File: src/rtl/cpu5_muldiv_pkg.sv
// cpu5_muldiv_pkg: shared op encodings, FSM state type and operand signedness
// decode for the iterative RV32M multiply/divide unit.
package cpu5_muldiv_pkg;

   localparam int MD_OP_SIZE    = 3;
   localparam int MD_STATE_SIZE = 2;

   localparam logic [MD_OP_SIZE-1:0] MD_OP_MUL    = 3'b000;
   localparam logic [MD_OP_SIZE-1:0] MD_OP_MULH   = 3'b001;
   localparam logic [MD_OP_SIZE-1:0] MD_OP_MULHSU = 3'b010;
   localparam logic [MD_OP_SIZE-1:0] MD_OP_MULHU  = 3'b011;
   localparam logic [MD_OP_SIZE-1:0] MD_OP_DIV    = 3'b100;
   localparam logic [MD_OP_SIZE-1:0] MD_OP_DIVU   = 3'b101;
   localparam logic [MD_OP_SIZE-1:0] MD_OP_REM    = 3'b110;
   localparam logic [MD_OP_SIZE-1:0] MD_OP_REMU   = 3'b111;

   typedef enum logic [MD_STATE_SIZE-1:0] {
      MD_IDLE = 2'd0,
      MD_CALC = 2'd1,
      MD_FIX  = 2'd2,
      MD_DONE = 2'd3
   } mdState_e;

   // Returns {aSigned, bSigned}: which operands are treated as two's complement.
   // MUL is handled as signed; its low half is identical either way.
   function automatic logic [1:0] opSignedness(input logic [MD_OP_SIZE-1:0] op);
      logic [1:0] s;
      case (op)
         MD_OP_MUL:    s = 2'b11;
         MD_OP_MULH:   s = 2'b11;
         MD_OP_MULHSU: s = 2'b10;
         MD_OP_MULHU:  s = 2'b00;
         MD_OP_DIV:    s = 2'b11;
         MD_OP_DIVU:   s = 2'b00;
         MD_OP_REM:    s = 2'b11;
         MD_OP_REMU:   s = 2'b00;
         default:      s = 2'b00;
      endcase
      return s;
   endfunction

endpackage

File: src/rtl/cpu5_muldiv_signfix.sv
// cpu5_muldiv_signfix: combinational sign handling. At accept it turns the raw
// operands into magnitudes plus a result sign; in FIX it negates the raw
// accumulator as needed and picks low/high/quotient/remainder.
module cpu5_muldiv_signfix
   import cpu5_muldiv_pkg::*;
#(
   parameter int XLEN = 32
) (
   input  logic [MD_OP_SIZE-1:0] op_i,
   input  logic [XLEN-1:0]       a_i,
   input  logic [XLEN-1:0]       b_i,
   input  logic [2*XLEN-1:0]     acc_i,
   input  logic                  sign_i,
   output logic [XLEN-1:0]       magA_o,
   output logic [XLEN-1:0]       magB_o,
   output logic                  sign_o,
   output logic [XLEN-1:0]       result_o
);

   logic [1:0]        signedness;
   logic              aNeg;
   logic              bNeg;
   logic [2*XLEN-1:0] prod;
   logic [XLEN-1:0]   divSel;

   // Operand magnitudes and result sign; REM follows the dividend sign only.
   always_comb begin
      signedness = opSignedness(op_i);
      aNeg       = signedness[1] & a_i[XLEN-1];
      bNeg       = signedness[0] & b_i[XLEN-1];
      magA_o     = aNeg ? (~a_i + XLEN'(1)) : a_i;
      magB_o     = bNeg ? (~b_i + XLEN'(1)) : b_i;
      sign_o     = (op_i == MD_OP_REM) ? aNeg : (aNeg ^ bNeg);
   end

   // Final result: multiply negates the full product before picking a half,
   // divide picks quotient or remainder and then negates it.
   always_comb begin
      prod   = sign_i ? (~acc_i + (2*XLEN)'(1)) : acc_i;
      divSel = op_i[1] ? acc_i[2*XLEN-1:XLEN] : acc_i[XLEN-1:0];
      if (op_i[2]) begin
         result_o = sign_i ? (~divSel + XLEN'(1)) : divSel;
      end else if (op_i == MD_OP_MUL) begin
         result_o = prod[XLEN-1:0];
      end else begin
         result_o = prod[2*XLEN-1:XLEN];
      end
   end

endmodule

File: src/rtl/cpu5_muldiv.sv
// cpu5_muldiv: iterative RV32M multiply/divide unit. One shared 2*XLEN
// accumulator serves shift-add multiply and restoring divide; divide-by-zero
// and signed overflow bypass the iteration and complete straight away.
module cpu5_muldiv
   import cpu5_muldiv_pkg::*;
#(
   parameter int XLEN = 32
) (
   input  logic                  clk,
   input  logic                  resetn,
   input  logic                  in_valid,
   output logic                  in_ready,
   input  logic [MD_OP_SIZE-1:0] in_funct3,
   input  logic [XLEN-1:0]       in_a,
   input  logic [XLEN-1:0]       in_b,
   input  logic                  flush,
   output logic                  out_valid,
   input  logic                  out_ready,
   output logic [XLEN-1:0]       out_result,
   output logic                  busy
);

   localparam int              CW       = $clog2(XLEN) + 1;
   localparam logic [CW-1:0]   CNT_INIT = CW'(XLEN);

   mdState_e              state_q, state_d;
   logic [MD_OP_SIZE-1:0] op_q, op_d;
   logic                  sign_q, sign_d;
   logic [XLEN-1:0]       opnd_q, opnd_d;
   logic [2*XLEN-1:0]     acc_q, acc_d;
   logic [CW-1:0]         cnt_q, cnt_d;
   logic                  outValid_q, outValid_d;
   logic [XLEN-1:0]       outResult_q, outResult_d;

   logic [MD_OP_SIZE-1:0] sfOp;
   logic [XLEN-1:0]       sfMagA, sfMagB, sfResult;
   logic                  sfSign;
   logic                  divZero, divOverflow, fastHit;
   logic [XLEN-1:0]       fastResult;
   logic [XLEN:0]         mulSum, remShift, divDiff;
   logic                  divGeq;
   logic [2*XLEN-1:0]     accNext;

   // The sign unit sees the incoming op while idle and the latched op afterwards.
   assign sfOp = (state_q == MD_IDLE) ? in_funct3 : op_q;

   cpu5_muldiv_signfix #(.XLEN(XLEN)) u_signfix (
      .op_i     (sfOp),
      .a_i      (in_a),
      .b_i      (in_b),
      .acc_i    (acc_q),
      .sign_i   (sign_q),
      .magA_o   (sfMagA),
      .magB_o   (sfMagB),
      .sign_o   (sfSign),
      .result_o (sfResult)
   );

   // Architected corner cases that skip the iterative datapath.
   always_comb begin
      divZero     = (in_b == '0);
      divOverflow = ((in_funct3 == MD_OP_DIV) || (in_funct3 == MD_OP_REM)) &&
                    (in_a == {1'b1, {(XLEN-1){1'b0}}}) && (in_b == '1);
      fastHit     = in_funct3[2] & (divZero | divOverflow);
      if (divZero) begin
         fastResult = in_funct3[1] ? in_a : '1;
      end else begin
         fastResult = in_funct3[1] ? '0 : in_a;
      end
   end

   // One iteration step: shift-add for multiply, shift/trial-subtract for divide.
   always_comb begin
      mulSum   = {1'b0, acc_q[2*XLEN-1:XLEN]} + {1'b0, opnd_q};
      remShift = {acc_q[2*XLEN-1:XLEN], acc_q[XLEN-1]};
      divDiff  = remShift - {1'b0, opnd_q};
      divGeq   = (remShift >= {1'b0, opnd_q});
      if (op_q[2]) begin
         accNext = divGeq ? {divDiff[XLEN-1:0], acc_q[XLEN-2:0], 1'b1}
                          : {remShift[XLEN-1:0], acc_q[XLEN-2:0], 1'b0};
      end else begin
         accNext = acc_q[0] ? {mulSum, acc_q[XLEN-1:1]} : {1'b0, acc_q[2*XLEN-1:1]};
      end
   end

   // FSM state register.
   always_ff @(posedge clk or negedge resetn) begin
      if (!resetn) begin
         state_q <= MD_IDLE;
      end else begin
         state_q <= state_d;
      end
   end

   // FSM next state; flush wins over accept and over the output handshake.
   always_comb begin
      state_d = state_q;
      if (flush) begin
         state_d = MD_IDLE;
      end else begin
         unique case (state_q)
            MD_IDLE: if (in_valid) state_d = fastHit ? MD_DONE : MD_CALC;
            MD_CALC: if (cnt_q == CW'(1)) state_d = MD_FIX;
            MD_FIX:  state_d = MD_DONE;
            MD_DONE: if (out_ready) state_d = MD_IDLE;
            default: state_d = MD_IDLE;
         endcase
      end
   end

   // FSM outputs decoded from the registered state only.
   always_comb begin
      in_ready = (state_q == MD_IDLE);
      busy     = (state_q != MD_IDLE);
   end

   // Datapath next state: latch operands at accept, iterate in CALC, publish in FIX.
   always_comb begin
      op_d        = op_q;
      sign_d      = sign_q;
      opnd_d      = opnd_q;
      acc_d       = acc_q;
      cnt_d       = cnt_q;
      outValid_d  = outValid_q;
      outResult_d = outResult_q;
      if (flush) begin
         outValid_d = 1'b0;
      end else begin
         unique case (state_q)
            MD_IDLE: begin
               if (in_valid) begin
                  op_d   = in_funct3;
                  sign_d = sfSign;
                  opnd_d = sfMagB;
                  acc_d  = {{XLEN{1'b0}}, sfMagA};
                  cnt_d  = CNT_INIT;
                  if (fastHit) begin
                     outResult_d = fastResult;
                     outValid_d  = 1'b1;
                  end
               end
            end
            MD_CALC: begin
               acc_d = accNext;
               cnt_d = cnt_q - CW'(1);
            end
            MD_FIX: begin
               outResult_d = sfResult;
               outValid_d  = 1'b1;
            end
            MD_DONE: if (out_ready) outValid_d = 1'b0;
            default: ;
         endcase
      end
   end

   // Datapath registers.
   always_ff @(posedge clk or negedge resetn) begin
      if (!resetn) begin
         op_q        <= '0;
         sign_q      <= 1'b0;
         opnd_q      <= '0;
         acc_q       <= '0;
         cnt_q       <= '0;
         outValid_q  <= 1'b0;
         outResult_q <= '0;
      end else begin
         op_q        <= op_d;
         sign_q      <= sign_d;
         opnd_q      <= opnd_d;
         acc_q       <= acc_d;
         cnt_q       <= cnt_d;
         outValid_q  <= outValid_d;
         outResult_q <= outResult_d;
      end
   end

   assign out_valid  = outValid_q;
   assign out_result = outResult_q;

endmodule

File: config.mk
export PLATFORM = sky130hd
export DESIGN_NAME = cpu5_muldiv
export DESIGN_NICKNAME = d
export VERILOG_FILES = /design/src/rtl/cpu5_muldiv_pkg.sv /design/src/rtl/cpu5_muldiv_signfix.sv /design/src/rtl/cpu5_muldiv.sv
export SDC_FILE = /design/constraint.sdc
export NUM_CORES = 1
export LEC_CHECK = 0
export CAP_MARGIN = 10
export CORE_MARGIN = 2
export CORE_UTILIZATION = 66
export CTS_CLUSTER_DIAMETER = 60
export DETAILED_ROUTE_END_ITERATION = 12
export PLACE_DENSITY = 0.95
export SYNTH_ARGS = -nofsm -noshare
export SYNTH_HDL_FRONTEND = slang
export SYNTH_HIERARCHICAL = 1
export SYNTH_SLANG_ARGS = --single-unit
File: constraint.sdc
create_clock -name clk -period 7.9 [get_ports clk]
set_input_delay 1.58 -clock clk [delete_from_list [all_inputs] [get_ports clk]]
set_output_delay 1.58 -clock clk [all_outputs]
set_load 0.01 [all_outputs]
==> results.json <==
{
  "cts_tree": "yes",
  "status": "complete, no violations",
  "core-area_sq_um": 23600,
  "highest_layer": "met5",
  "worstHoldPathType": "reg -> reg",
  "floorplan.initialDensity_pct": 67.7,
  "final_weighted_congestion_of_routability_driven_global_placement": 1.05,
  "drtAntennaViolNets": 0,
  "synth-compound-area-share_pct": 25.7,
  "fin_ws_ps": 2460,
  "register_bit_total_from_synthesis": 141,
  "final.setup.tns_ps": 0,
  "ys_types": 89,
  "yosys_warnings": 6,
  "syn_area_per_cell_sq_um": 7.91,
  "fp_rows": 56,
  "insertion_delay_ps": 440,
  "relative_max_transition_margin_pct": 1.84,
  "final_cells": 2374,
  "post_synth_instance_area_sq_um": 16000,
  "max-cap-violations": 0,
  "crit_path_top_delay_cell": "nor4_1",
  "die_width_microns": 160,
  "ys_dominant_reg_cell": "dfrtp_1",
  "route.detailed.wl_per_inst_microns": 25.2,
  "ys_seq_area_share_pct": 22.1,
  "cts_resized": 0,
  "grt_start_max_net_pins": 83,
  "post_cts_buffers": 0,
  "achievable-frequency_ghz": 0.184,
  "power.leakage_uw": 0.00717,
  "count_of_flip_flops_with_a_built_in_enable_after_synthesis": 0,
  "detailedRoute.firstPassIterationCount": 8,
  "worstSetupPathType": "in -> reg",
  "post_cts_hold_buffer_count": 0,
  "top_level_ports": 107,
  "postSynthCellCount": 2022,
  "place_ws_ps": 2240,
  "antennaDiodeCount": 0,
  "dpl.hpwl_microns": 43400,
  "synthSimpleGateAreaFrac_pct": 21.4,
  "die_height_microns": 160,
  "synthMuxAreaShare_pct": 9.41,
  "fp.dieArea_sq_um": 25500,
  "place_inst": 2342,
  "path_cells": "clkdlybuf4s50_1 > nor4_1 > nand3_1 > nor4_1 > nand2_1 > a21boi_1 > nand3_1 > a21oi_4 > buf_4 > nor2_1 > a31oi_1",
  "layout.nets": 2190,
  "globalRoute.totalOverflow": 0,
  "routed-via-count": 17500,
  "detailedRoute.firstIterationViolations": 2771,
  "detailroute.wirelength.met3_microns": 8190,
  "rsz0062_at_grt": "no",
  "layout_worst_path_cycle_share_pct": 68.8,
  "timing_max_transition_violations_final": 0,
  "syn2layout_area_growth_pct": 10.4,
  "wl_met2_microns": 26200,
  "synth.net_count": 2170,
  "remaining_drc_errors": 0,
  "final.min_clock_period_ps": 5440,
  "max_stage_delay_ps": 1030,
  "antenna_found_initial": 2,
  "xor_xnor_fraction_of_synth_area_pct": 9.86,
  "num-fill-cells": 1831,
  "cts_made_buffers": 17,
  "cts_num_sinks": 141,
  "cts-htree-levels": 4,
  "clockBufferDepth": 2,
  "wl_met1_microns": 21300,
  "via_per_inst": 7.37,
  "grt_first_pass_wirelength_microns": 92400,
  "ir_drop_uv": 258,
  "timing.critical_path.from_type": "input port",
  "totalWireLength_microns": 59800,
  "placement.io_buffers": 106,
  "worstPathMaxFanout": 39,
  "cp_data_arrival_time_ps": 5780,
  "finClkSkew_ps": 18.8,
  "grt_pass1_vias": 16500,
  "gr-usage-all-layers_pct": 45.6,
  "fraction_of_layout_instances_using_a_drive_strength_above_1_pct": 7.74,
  "clk_pin_slew_ps": 80,
  "largest_family_of_logic_cells_by_synthesized_area": "compound AO/OA/AOI/OAI gates",
  "timing.critical_path.to_type": "flip-flop",
  "critical_path_required_ps": 8240,
  "library_cell_used_as_clock_root_buffer": "clkbuf_16",
  "synthArstFlopShare_pct": 100,
  "timing.final.hold_violations": 0,
  "tightestPinTransition_ps": 1450,
  "number_of_failing_setup_endpoints_in_the_final_timing_report": 0,
  "synth_adder_area_share_pct": 6.04,
  "power_density_nw_per_um2": 501
}
[cell usage after synthesis (10+ instances only)]
master    number  area share [%]
dfrtp_1      141              22
xnor2_1      114             6.2
xor2_1        66             3.6
buf_2         18            0.56
o41ai_1       11            0.60
nor2_1       170             4.0
mux2_2        51             3.6
a22oi_1       32             1.5
mux2i_1       93             5.8
a31oi_1       51             2.0
or4_1         19            0.89
a21o_1        28             1.3
or2_2         10            0.39
o221ai_1      11            0.60
nor3_1        45             1.4
o21ai_0      169             5.3
nand2_1      164             3.8
a21oi_1      121             3.8
nand4_1       39             1.5
and2_1        16            0.63
clkbuf_1      84             2.0
o21bai_1      15            0.70
or3_1         23            0.90
nand2b_1      15            0.59
nor4_1        44             1.7
o211ai_1      24             1.1
a221oi_1      10            0.55
a211oi_1      21            0.99
buf_6         10            0.70
nand3_1       29            0.91
o31ai_1       39             1.8
nor2b_1       13            0.51
inv_1         74             1.7
ha_1          74             5.8
[worst paths after layout]
check / from / end / slack [ps] / cells after the start
worst max-delay path: in_a[13] / out_result[21]$_DFFE_PN0P_ / 2460 / 11
worst min-delay path: op_q[1]$_DFFE_PN0P_ / op_q[1]$_DFFE_PN0P_ / 530 / 1
worst max register to register: state_q[0]$_DFFE_PN0P_ / out_result[30]$_DFFE_PN0P_ / 3200 / 12
max in group asynchronous: resetn / acc_q[0]$_DFFE_PN0P_ / 5280 / 2
worst min register to register: op_q[1]$_DFFE_PN0P_ / op_q[1]$_DFFE_PN0P_ / 530 / 1
min in group asynchronous: resetn / acc_q[39]$_DFFE_PN0P_ / 1120 / 1
[registers in the layout, indices dropped and copies added, names as in the netlist]
name        flops
acc_q          64
opnd_q         32
out_result     32
cnt_q           6
op_q            3
state_q         2
out_valid       1
sign_q          1
[critical path: cells and delay by family]
family | cells | cell delay [ps]
and+or+nand+nor | 6 | 1880
AOI/OAI and AO/OA | 3 | 1320
buffers and inverters | 2 | 950
[area by class of cell]
class | count | area [sq um] | area share (%)
well taps | 319 | 399 | 2.26
multi-input cells | 1678 | 11600 | 65.7
inverters | 74 | 278 | 1.57
flip-flops and latches | 141 | 3530 | 20.0
clock inverters | 15 | 189 | 1.07
repair buffers | 130 | 1240 | 7.04
clock buffers | 17 | 425 | 2.41
[layer usage]
metal	vias to the layer above	track usage, %
met5	-	0
met4	2	27.4
met3	320	11.9
met2	1398	70.8
met1	8182	57.1
li1	7598	-
[through the flow]
step	util, %	total power (uW)	hold WS (ps)	cell area (sq um)
after floorplan	-	5950	475	16000
after global placement	72.2	7480	483	17000
after detailed placement	72.2	7660	496	17000
after CTS	74.8	8560	514	17700
after global routing	74.8	9320	534	17700
final	74.8	8850	528	17700
[where the power goes]
group	total, uW	switching [uW]	internal, uW
clock network	877	394	484
registers	1810	765	1040
logic	6170	3700	2460
[kinds of logic after synthesis]
logic type	count (synthesis)
AND/OR/NAND/NOR	648
AO/OA/AOI/OAI	630
adder cells (fa/ha/maj)	76
XOR/XNOR	180
multiplexers	144
flip-flops	141
buffers and inverters	203
[cell usage in the layout (no fill, tap or decap), types with 21 or more instances in the layout]
cell	netlist	routed
or3_1	23	23
nor3_1	45	45
a211oi_1	21	21
mux2_2	51	51
nand3_1	29	29
nor4_1	44	44
nand2_1	164	164
inv_1	74	74
xor2_1	66	66
xnor2_1	114	114
o31ai_1	39	39
a21o_1	28	28
clkdlybuf4s50_1	0	105
dfrtp_1	141	138
o21ai_0	169	169
nor2_1	170	170
a22oi_1	32	32
buf_4	6	24
nand4_1	39	39
a31oi_1	51	51
ha_1	74	74
mux2i_1	93	93
o211ai_1	24	24
a21oi_1	121	120
No activity file was read; power rests on OpenSTA's default activity.
